`src/rtl/audio_pkg.sv`:
```
// Shared audio definitions: frame geometry, sample type and rate-accumulator increment.
package audio_pkg;

    localparam int FRAME_BITS = 64;
    localparam int SLOT_BITS  = 32;

    typedef logic signed [15:0] sample_t;
    typedef logic [$clog2(FRAME_BITS)-1:0] bitcnt_t;
    typedef logic [$clog2(SLOT_BITS)-1:0]  slot_pos_t;

    // One BCLK half-period per accumulator overflow: 2 edges * 64 bits = 128 per sample.
    function automatic logic [31:0] calc_inc(input logic [31:0] rate);
        return rate * 32'd128;
    endfunction

endpackage

```
`src/rtl/i2s_clk_gen.sv`:
```
// Fractional-accumulator BCLK generator with one-clk fall/rise event strobes.
module i2s_clk_gen
    import audio_pkg::*;
#(
    parameter int unsigned CLK_RATE  = 50_000_000,
    parameter int unsigned BASE_RATE = 48_000
) (
    input  logic clk,
    input  logic reset,
    input  logic sample_rate,
    output logic i2s_bclk,
    output logic bclk_fall,
    output logic bclk_rise
);

    localparam logic [31:0] INC_1X = calc_inc(BASE_RATE);
    localparam logic [31:0] INC_2X = INC_1X << 1;
    localparam logic [32:0] LIMIT  = {1'b0, CLK_RATE};

    logic [31:0] acc;
    logic [31:0] inc;
    logic [32:0] sum;
    logic        tick;

    always_comb begin
        inc  = sample_rate ? INC_2X : INC_1X;
        sum  = {1'b0, acc} + {1'b0, inc};
        tick = (sum >= LIMIT);
    end

    // NOTE: strobes are gated by reset so a tick in a reset cycle never reaches any consumer.
    assign bclk_fall = tick &&  i2s_bclk && !reset;
    assign bclk_rise = tick && !i2s_bclk && !reset;

    always_ff @(posedge clk) begin
        if (reset) begin
            acc      <= '0;
            i2s_bclk <= 1'b0;
        end else if (tick) begin
            acc      <= 32'(sum - LIMIT);
            i2s_bclk <= ~i2s_bclk;
        end else begin
            acc      <= sum[31:0];
        end
    end

endmodule

```
`src/rtl/i2s_serializer.sv`:
```
// I2S transmitter for the WM8731: 64-BCLK frame, stereo pair latched at frame start.
// Define I2S_LEFT_JUSTIFIED_EN for left-justified output (MSB at bit 0, no one-BCLK delay).
module i2s_serializer
    import audio_pkg::*;
#(
    parameter int unsigned CLK_RATE  = 50_000_000,
    parameter int unsigned BASE_RATE = 48_000,
    parameter int          DATA_W    = 16
) (
    input  logic              clk,
    input  logic              reset,
    input  logic              sample_rate,
    input  logic              mute,
    input  logic [DATA_W-1:0] left_in,
    input  logic [DATA_W-1:0] right_in,
    output logic              i2s_bclk,
    output logic              i2s_lrclk,
    output logic              i2s_data,
    output logic              sample_stb
);

    localparam int PW = $clog2(SLOT_BITS);
    localparam logic [PW:0] DW = (PW + 1)'(DATA_W);

    logic              bclk_fall;
    logic              bclk_rise_unused;
    bitcnt_t           bitcnt;
    bitcnt_t           bit_nxt;
    slot_pos_t         pos;
    logic              frame_start;
    logic              data_nxt;
    logic [DATA_W-1:0] l_sh, r_sh;
    logic [DATA_W-1:0] l_load, r_load;
    logic [DATA_W-1:0] slot_word, shifted;

    i2s_clk_gen #(
        .CLK_RATE (CLK_RATE),
        .BASE_RATE(BASE_RATE)
    ) u_clk_gen (
        .clk        (clk),
        .reset      (reset),
        .sample_rate(sample_rate),
        .i2s_bclk   (i2s_bclk),
        .bclk_fall  (bclk_fall),
        .bclk_rise  (bclk_rise_unused)
    );

    assign bit_nxt     = bitcnt + bitcnt_t'(1);
    assign pos         = bit_nxt[PW-1:0];
    assign frame_start = bclk_fall && (bit_nxt == '0);
    assign l_load      = mute ? '0 : left_in;
    assign r_load      = mute ? '0 : right_in;

    // NOTE: every always_comb output gets a default first so no path can infer a latch.
    always_comb begin
        data_nxt  = 1'b0;
        slot_word = bit_nxt[PW] ? r_sh : l_sh;
`ifdef I2S_LEFT_JUSTIFIED_EN
        shifted = slot_word << pos;
        if (bit_nxt == '0)
            data_nxt = l_load[DATA_W-1];
        else if ({1'b0, pos} < DW)
            data_nxt = shifted[DATA_W-1];
`else
        shifted = slot_word << (pos - slot_pos_t'(1));
        if (pos != '0 && {1'b0, pos} <= DW)
            data_nxt = shifted[DATA_W-1];
`endif
    end

    always_ff @(posedge clk) begin
        if (reset) begin
            bitcnt     <= bitcnt_t'(FRAME_BITS - 1);
            l_sh       <= '0;
            r_sh       <= '0;
            i2s_lrclk  <= 1'b1;
            i2s_data   <= 1'b0;
            sample_stb <= 1'b0;
        end else begin
            sample_stb <= frame_start;
            if (bclk_fall) begin
                bitcnt    <= bit_nxt;
                i2s_lrclk <= bit_nxt[PW];
                i2s_data  <= data_nxt;
            end
            if (frame_start) begin
                l_sh <= l_load;
                r_sh <= r_load;
            end
        end
    end

endmodule

```
`config.mk`:
```
export PLATFORM = sky130hd
export DESIGN_NAME = i2s_serializer
export DESIGN_NICKNAME = d
export VERILOG_FILES = /design/src/rtl/audio_pkg.sv /design/src/rtl/i2s_clk_gen.sv /design/src/rtl/i2s_serializer.sv
export SDC_FILE = /design/constraint.sdc
export NUM_CORES = 1
export LEC_CHECK = 0
export CAP_MARGIN = 0
export CELL_PAD_IN_SITES_DETAIL_PLACEMENT = 0
export CELL_PAD_IN_SITES_GLOBAL_PLACEMENT = 1
export CORE_MARGIN = 10
export CORE_UTILIZATION = 40
export CTS_BUF_LIST = sky130_fd_sc_hd__clkbuf_2 sky130_fd_sc_hd__clkbuf_4 sky130_fd_sc_hd__clkbuf_8
export DETAILED_ROUTE_END_ITERATION = 12
export PLACE_DENSITY_LB_ADDON = 0.08
export SLEW_MARGIN = 10
export SYNTH_ARGS = -nofsm -noshare
export SYNTH_HDL_FRONTEND = slang
export SYNTH_SLANG_ARGS = --single-unit
```
`constraint.sdc`:
```
create_clock -name clk -period 3.5 [get_ports clk]
set_input_delay 0.35 -clock clk [delete_from_list [all_inputs] [get_ports clk]]
set_output_delay 0.35 -clock clk [all_outputs]
set_load 0.02 [all_outputs]
```
**After elaboration in Yosys (flattened, before gate mapping)**

Index checks and enable logic that the tools add are counted.

- $lt $le $gt $ge: 2
- Reductions and logical operators: 7
- Div/mod/pow operators: 0
- Equality and inequality tests: 0
- Multiplexer cells: 6
- Bitwise gates (word level): 1
- Shift-type cells: 1
- $add $sub $neg: 4
- $mul: 0

Operator list:

| operator | count |
|---|---|
| $mux 16 | 3 |
| $add 32x24->33 | 1 |
| $ge 33x26->1 const B | 1 |
| $mux 32 | 1 |
| $sub 32x26->32 const B | 1 |
| $mux 24 | 1 |
| $shl 16x5->16 | 1 |
| $add 6x1->6 const B | 1 |
| $logic_not 6->1 | 1 |
| $le 5x5->1 const B | 1 |
| $reduce_bool 5->1 | 1 |
| $sub 5x1->5 const B | 1 |
| $logic_and 1x1->1 | 4 |
| $logic_not 1->1 | 1 |
| $mux 1 | 1 |
| $not 1->1 | 1 |

- Bits in latches: 0
- Bits in registers: 74
- RAM bits: 0
- Logic and storage cells: 29
- Input bits: 36
- Memories kept: 0
- Memory bits (read-only): 0
- Output and inout port bits: 4

**Depth between registers and ports, before layout**

- Depth after elaboration: 6
- Gate-level depth with buffers: 14
- Gate-level depth less buffers: 12

**Modules after synthesis**

From an unflattened synthesis, not the netlist that was laid out.

- Cells, all modules: 480
- Area, all modules: 4,154.0 µm²

By module, submodules not included:

| module | instances | cells each | seq. area each (µm²) | area an instance (µm²) |
|---|---|---|---|---|
| i2s_clk_gen | 1 | 290 | 520.5 | 2,218.4 |
| i2s_serializer | 1 | 190 | 800.8 | 1,935.6 |

**Worst setup path before layout**

OpenSTA, ideal clock, no wires.

- Path kind: input port to flip-flop
- Start point: input port sample_rate
- End point: register l_sh[0]
- Path slack: 0.199 ns
- Data required time: 3.383 ns
- Path buffers: 2
- Library setup time: 0.117 ns
- Stages on the path: 12
- Data arrival time: 3.184 ns
- Cells stage by stage: inv_1 ha_1 a2111oi_4 a21oi_2 or2_4 or4_4 a311oi_4 a31oi_1 and3b_1 clkbuf_1 buf_2 a22o_1

- Word-level cells in the longest chain between the ends: 6

Ends and longest elaborated chain:

| what | RTL line | text |
|---|---|---|
| start: declaration | i2s_serializer.sv:12 | `input logic sample_rate,` |
| $mux 24 | i2s_clk_gen.sv:26 | `inc = sample_rate ? INC_2X : INC_1X;` |
| $add 32x24->33 | i2s_clk_gen.sv:27 | `sum = {1'b0, acc} + {1'b0, inc};` |
| $ge 33x26->1 | i2s_clk_gen.sv:28 | `tick = (sum >= LIMIT);` |
| $logic_and 1x1->1 (2 in series) | i2s_clk_gen.sv:32 | `assign bclk_fall = tick && i2s_bclk && !reset;` |
| $logic_and 1x1->1 | i2s_serializer.sv:50 | `assign frame_start = bclk_fall && (bit_nxt == '0);` |
| end signal: assignment | i2s_serializer.sv:87 | `l_sh <= l_load;` |
| end: declaration | i2s_serializer.sv:32 | `logic [DATA_W-1:0] l_sh, r_sh;` |

Every way passes these cells.
A chain may end at the register's enable or synchronous reset.

**Final worst setup path**

- Start point: register u_clk_gen.acc[14]
- End point: register r_sh[14]

- Word-level cells in the longest chain between the ends: 5

Ends and longest elaborated chain:

| what | RTL line | text |
|---|---|---|
| start: declaration | i2s_clk_gen.sv:20 | `logic [31:0] acc;` |
| start signal: assignment | i2s_clk_gen.sv:40 | `acc <= 32'(sum - LIMIT);` |
| start signal: assignment | i2s_clk_gen.sv:43 | `acc <= sum[31:0];` |
| $add 32x24->33 | i2s_clk_gen.sv:27 |  |
| $ge 33x26->1 | i2s_clk_gen.sv:28 |  |
| $logic_and 1x1->1 (2 in series) | i2s_clk_gen.sv:32 |  |
| $logic_and 1x1->1 | i2s_serializer.sv:50 |  |
| end signal: assignment | i2s_serializer.sv:88 | `r_sh <= r_load;` |
| end: declaration | i2s_serializer.sv:32 |  |

Every way passes these cells.

==> impl_metrics.yaml <==
timing:
  drv_slew: 0
  setup_tns_ns: 0
  final-hold-violation-count: 0
  period_minus_slack_ns: 3.29
  tightest_slew_ns: 0.675
  finalWorstSetupSlack_ns: 0.214
  skew_ns: 0.0135
  slew_headroom_pct: 55.0
  finalSetupViolCount: 0
  timing.final.crit_share_pct: 93.9
  rsz0062_at_grt: "false"
  max_freq_mhz: 304
yosys:
  synth_fp_nets: 479
  yosys.area.top_type_share_pct: 34.9
  synth_top_cell_by_area: "dfxtp_1"
  ys_warn_count: 0
  syn_avg_cell_area_um2: 8.75
  netlist_area_um2: 3790
  synth_cells: 433
  synth_edf_count: 0
  synth.distinct_cells: 64
  ys_seq_area_share_pct: 34.9
  synthTopCellsByCount: "dfxtp_1, a22o_1, nand2_1, nor2_1, xnor2_1"
  netlist_top_cells_area: "dfxtp_1, a22o_1, xnor2_1"
  ys_seq_elements: 66
  synthArstFlopShare_pct: 0
  yosysMostFrequentCell: "dfxtp_1"
  ys.flop_type: "dfxtp_1"
grt:
  antenna_found_initial: 0
  grt_max_degree: 33
  overflow: 0
  grt_pass1_wl_mm: 17.0
  grt_pass1_vias: 3563
  grt_usage_pct: 14.4
drt:
  ant_nets: 0
  drt_first_pass_iters: 5
  vias: 3566
  drc: 0
  routed_wl_mm: 10.3
  initialDrtViolationCount: 182
  wire_per_inst_um: 15.5
  via_per_inst: 5.37
place:
  routabilityCongestion: 0.871
  hpwl_mm: 7.19
  dp_worst_setup_slack_ns: -0.645
  dpl_cell_area_um2: 4720
  dp.cells: 639
  io_buffer_count: 39
floorplan:
  die_h_um: 117
  dieArea_um2: 13800
  rows: 35
  die_w_um: 117
  io_pins: 40
  coreArea_um2: 9240
  initial_utilization_pct: 41.0
critical_path:
  worstPathArrival_ns: 3.52
  cp_data_required_time_ns: 3.74
  endpoint_kind: "flip-flop"
  critPathLaunch: "u_clk_gen.acc[14]"
  timing.rr.start: "u_clk_gen.acc[14]"
  ff2ff_path_depth: 13
  cp_max_fo: 8
  reg2reg_slack_ns: 0.21
  worstSetupPathType: "flip-flop to flip-flop"
  regToRegEndpoint: "r_sh[14]"
  cp-start-kind: "flip-flop"
hold_path:
  hold_class: "flip-flop to flip-flop"
  worstHoldStart: "l_sh[1]"
  holdPathEnd: "l_sh[1]"
  hold_depth: 1
finish:
  final_cells: 664
  drive_above_1_share_pct: 22.4
  nets: 576
  multi_input_area_um2: 2380
  n_fill_cell: 849
  diodes: 0
  seq_area_um2: 1320
  fin_util_pct: 56.0
  final_cell_area_um2: 5180
  synthToLayoutAreaGrowth_pct: 36.6
pwr:
  seq_power_share_pct: 23.3
  switching_share_pct: 40.6
  power.switching_mw: 2.09
  p_per_area_nw_per_um2: 992
  internal_power_mw: 3.05
  p_leak_nw: 2.12
  ir_worst_vdd_mv: 0.325
  clkPwrFrac_pct: 15.5
  comb_power_share_pct: 61.3
clock_tree:
  cts_sinks: 66
  clock_path_buffers: 2
  cts_root_buf: "clkbuf_8"
  htree_levels: 3
  tritoncts: "yes"
  cts_made_buffers: 9
  clk_pin_slew_ns: 0.08
  worst_skew_pair.late_latency_ns: 0.34
job:
  cap_violations: 0
status:
  status: "finished clean"
power by group through the flow:
stage               clock, mW  sequential [mW]  combinational, mW
finish                  0.794             1.20               3.15
global route            0.839             1.24               3.48
CTS                     0.809             1.19               3.09
floorplan                   0             1.12               1.94
detailed placement          0             1.20               2.97
global placement            0             1.20               2.96
flip-flops by register name (all words and copies together), names as in the netlist:
register and count:
bitcnt 5, i2s_data 1, i2s_lrclk 1, l_sh 16, r_sh 16, sample_stb 1
u_clk_gen.acc 25, u_clk_gen.i2s_bclk 1
stage by stage:
stage               power [mW]  hold slack, ns
finish                    5.14           0.477
floorplan                 3.06           0.441
CTS                       5.09           0.483
global route              5.56           0.496
global placement          4.16           0.460
detailed placement        4.17           0.465
logic make-up (layout without fill, tap and decap cells):
family / after synthesis / after routing / synth area share (%)
multiplexers: 12 / 12 / 3.34
AO/OA/AOI/OAI: 131 / 132 / 26.4
buffers and inverters: 41 / 142 / 4.89
flip-flops: 66 / 66 / 34.9
adder cells (fa/ha/maj): 10 / 10 / 3.30
AND/OR/NAND/NOR: 141 / 141 / 19.8
XOR/XNOR: 32 / 32 / 7.40
worst max path at each step:
stage | endpoint | slack, ns | cells after the start
floorplan | l_sh[0] | 0.20 | 12
global placement | l_sh[13] | -0.60 | 12
detailed placement | l_sh[15] | -0.65 | 12
CTS | r_sh[13] | -0.003 | 14
global route | l_sh[11] | 0.02 | 13
finish | r_sh[14] | 0.21 | 13
worst max-delay path: stages (launching register included):
cell and delay [ns]:
dfxtp_1 0.36, ha_4 0.15, inv_1 0.04, ha_1 0.18
nor4bb_1 0.27, a2111o_1 0.24, a211oi_4 0.10, or4_4 0.55
a311oi_4 0.35, a31oi_1 0.13, buf_4 0.17, and3b_2 0.26
clkbuf_16 0.18, a22o_1 0.17
layout by cell type, fill, tap and decap left out, types with 8 or more instances in the layout:
cell,count
dfxtp_1,66
buf_4,66
clkdlybuf4s50_1,38
nand2_1,32
a22o_1,32
xnor2_1,24
nor2_1,24
a31oi_1,19
a21oi_1,17
nor3_1,16
o21ai_0,15
inv_1,13
nand3_1,11
clkbuf_8,9
nand4_1,8
xor2_1,8
what timing repair did:
| action | 4_1_cts | 5_1_grt |
|---|---|---|
| gates cloned | 1 | 2 |
| setup endpoints to repair | 45 | 54 |
| resized for setup | 11 | 5 |
| pin swaps | 5 | 6 |
| hold buffers | 0 | 0 |
| setup buffers | 5 | 1 |
layout make-up:
cell class,instances,area share [%]
well taps,129,3.12
repair buffers,112,19.6
multi-input cells,327,46.0
clock buffers,10,2.54
inverters,14,1.02
clock inverters,6,2.22
flip-flops and latches,66,25.5
layer usage:
metal / vias up / wire length [um] / GRT usage [%]
met5: - / 0 / 0
met1: 1655 / 4650 / 16.9
met2: 78 / 5050 / 24.2
li1: 1815 / - / -
met4: 0 / 282 / 6.18
met3: 18 / 309 / 3.60
Note: power is estimated with default switching activity, not from simulation.
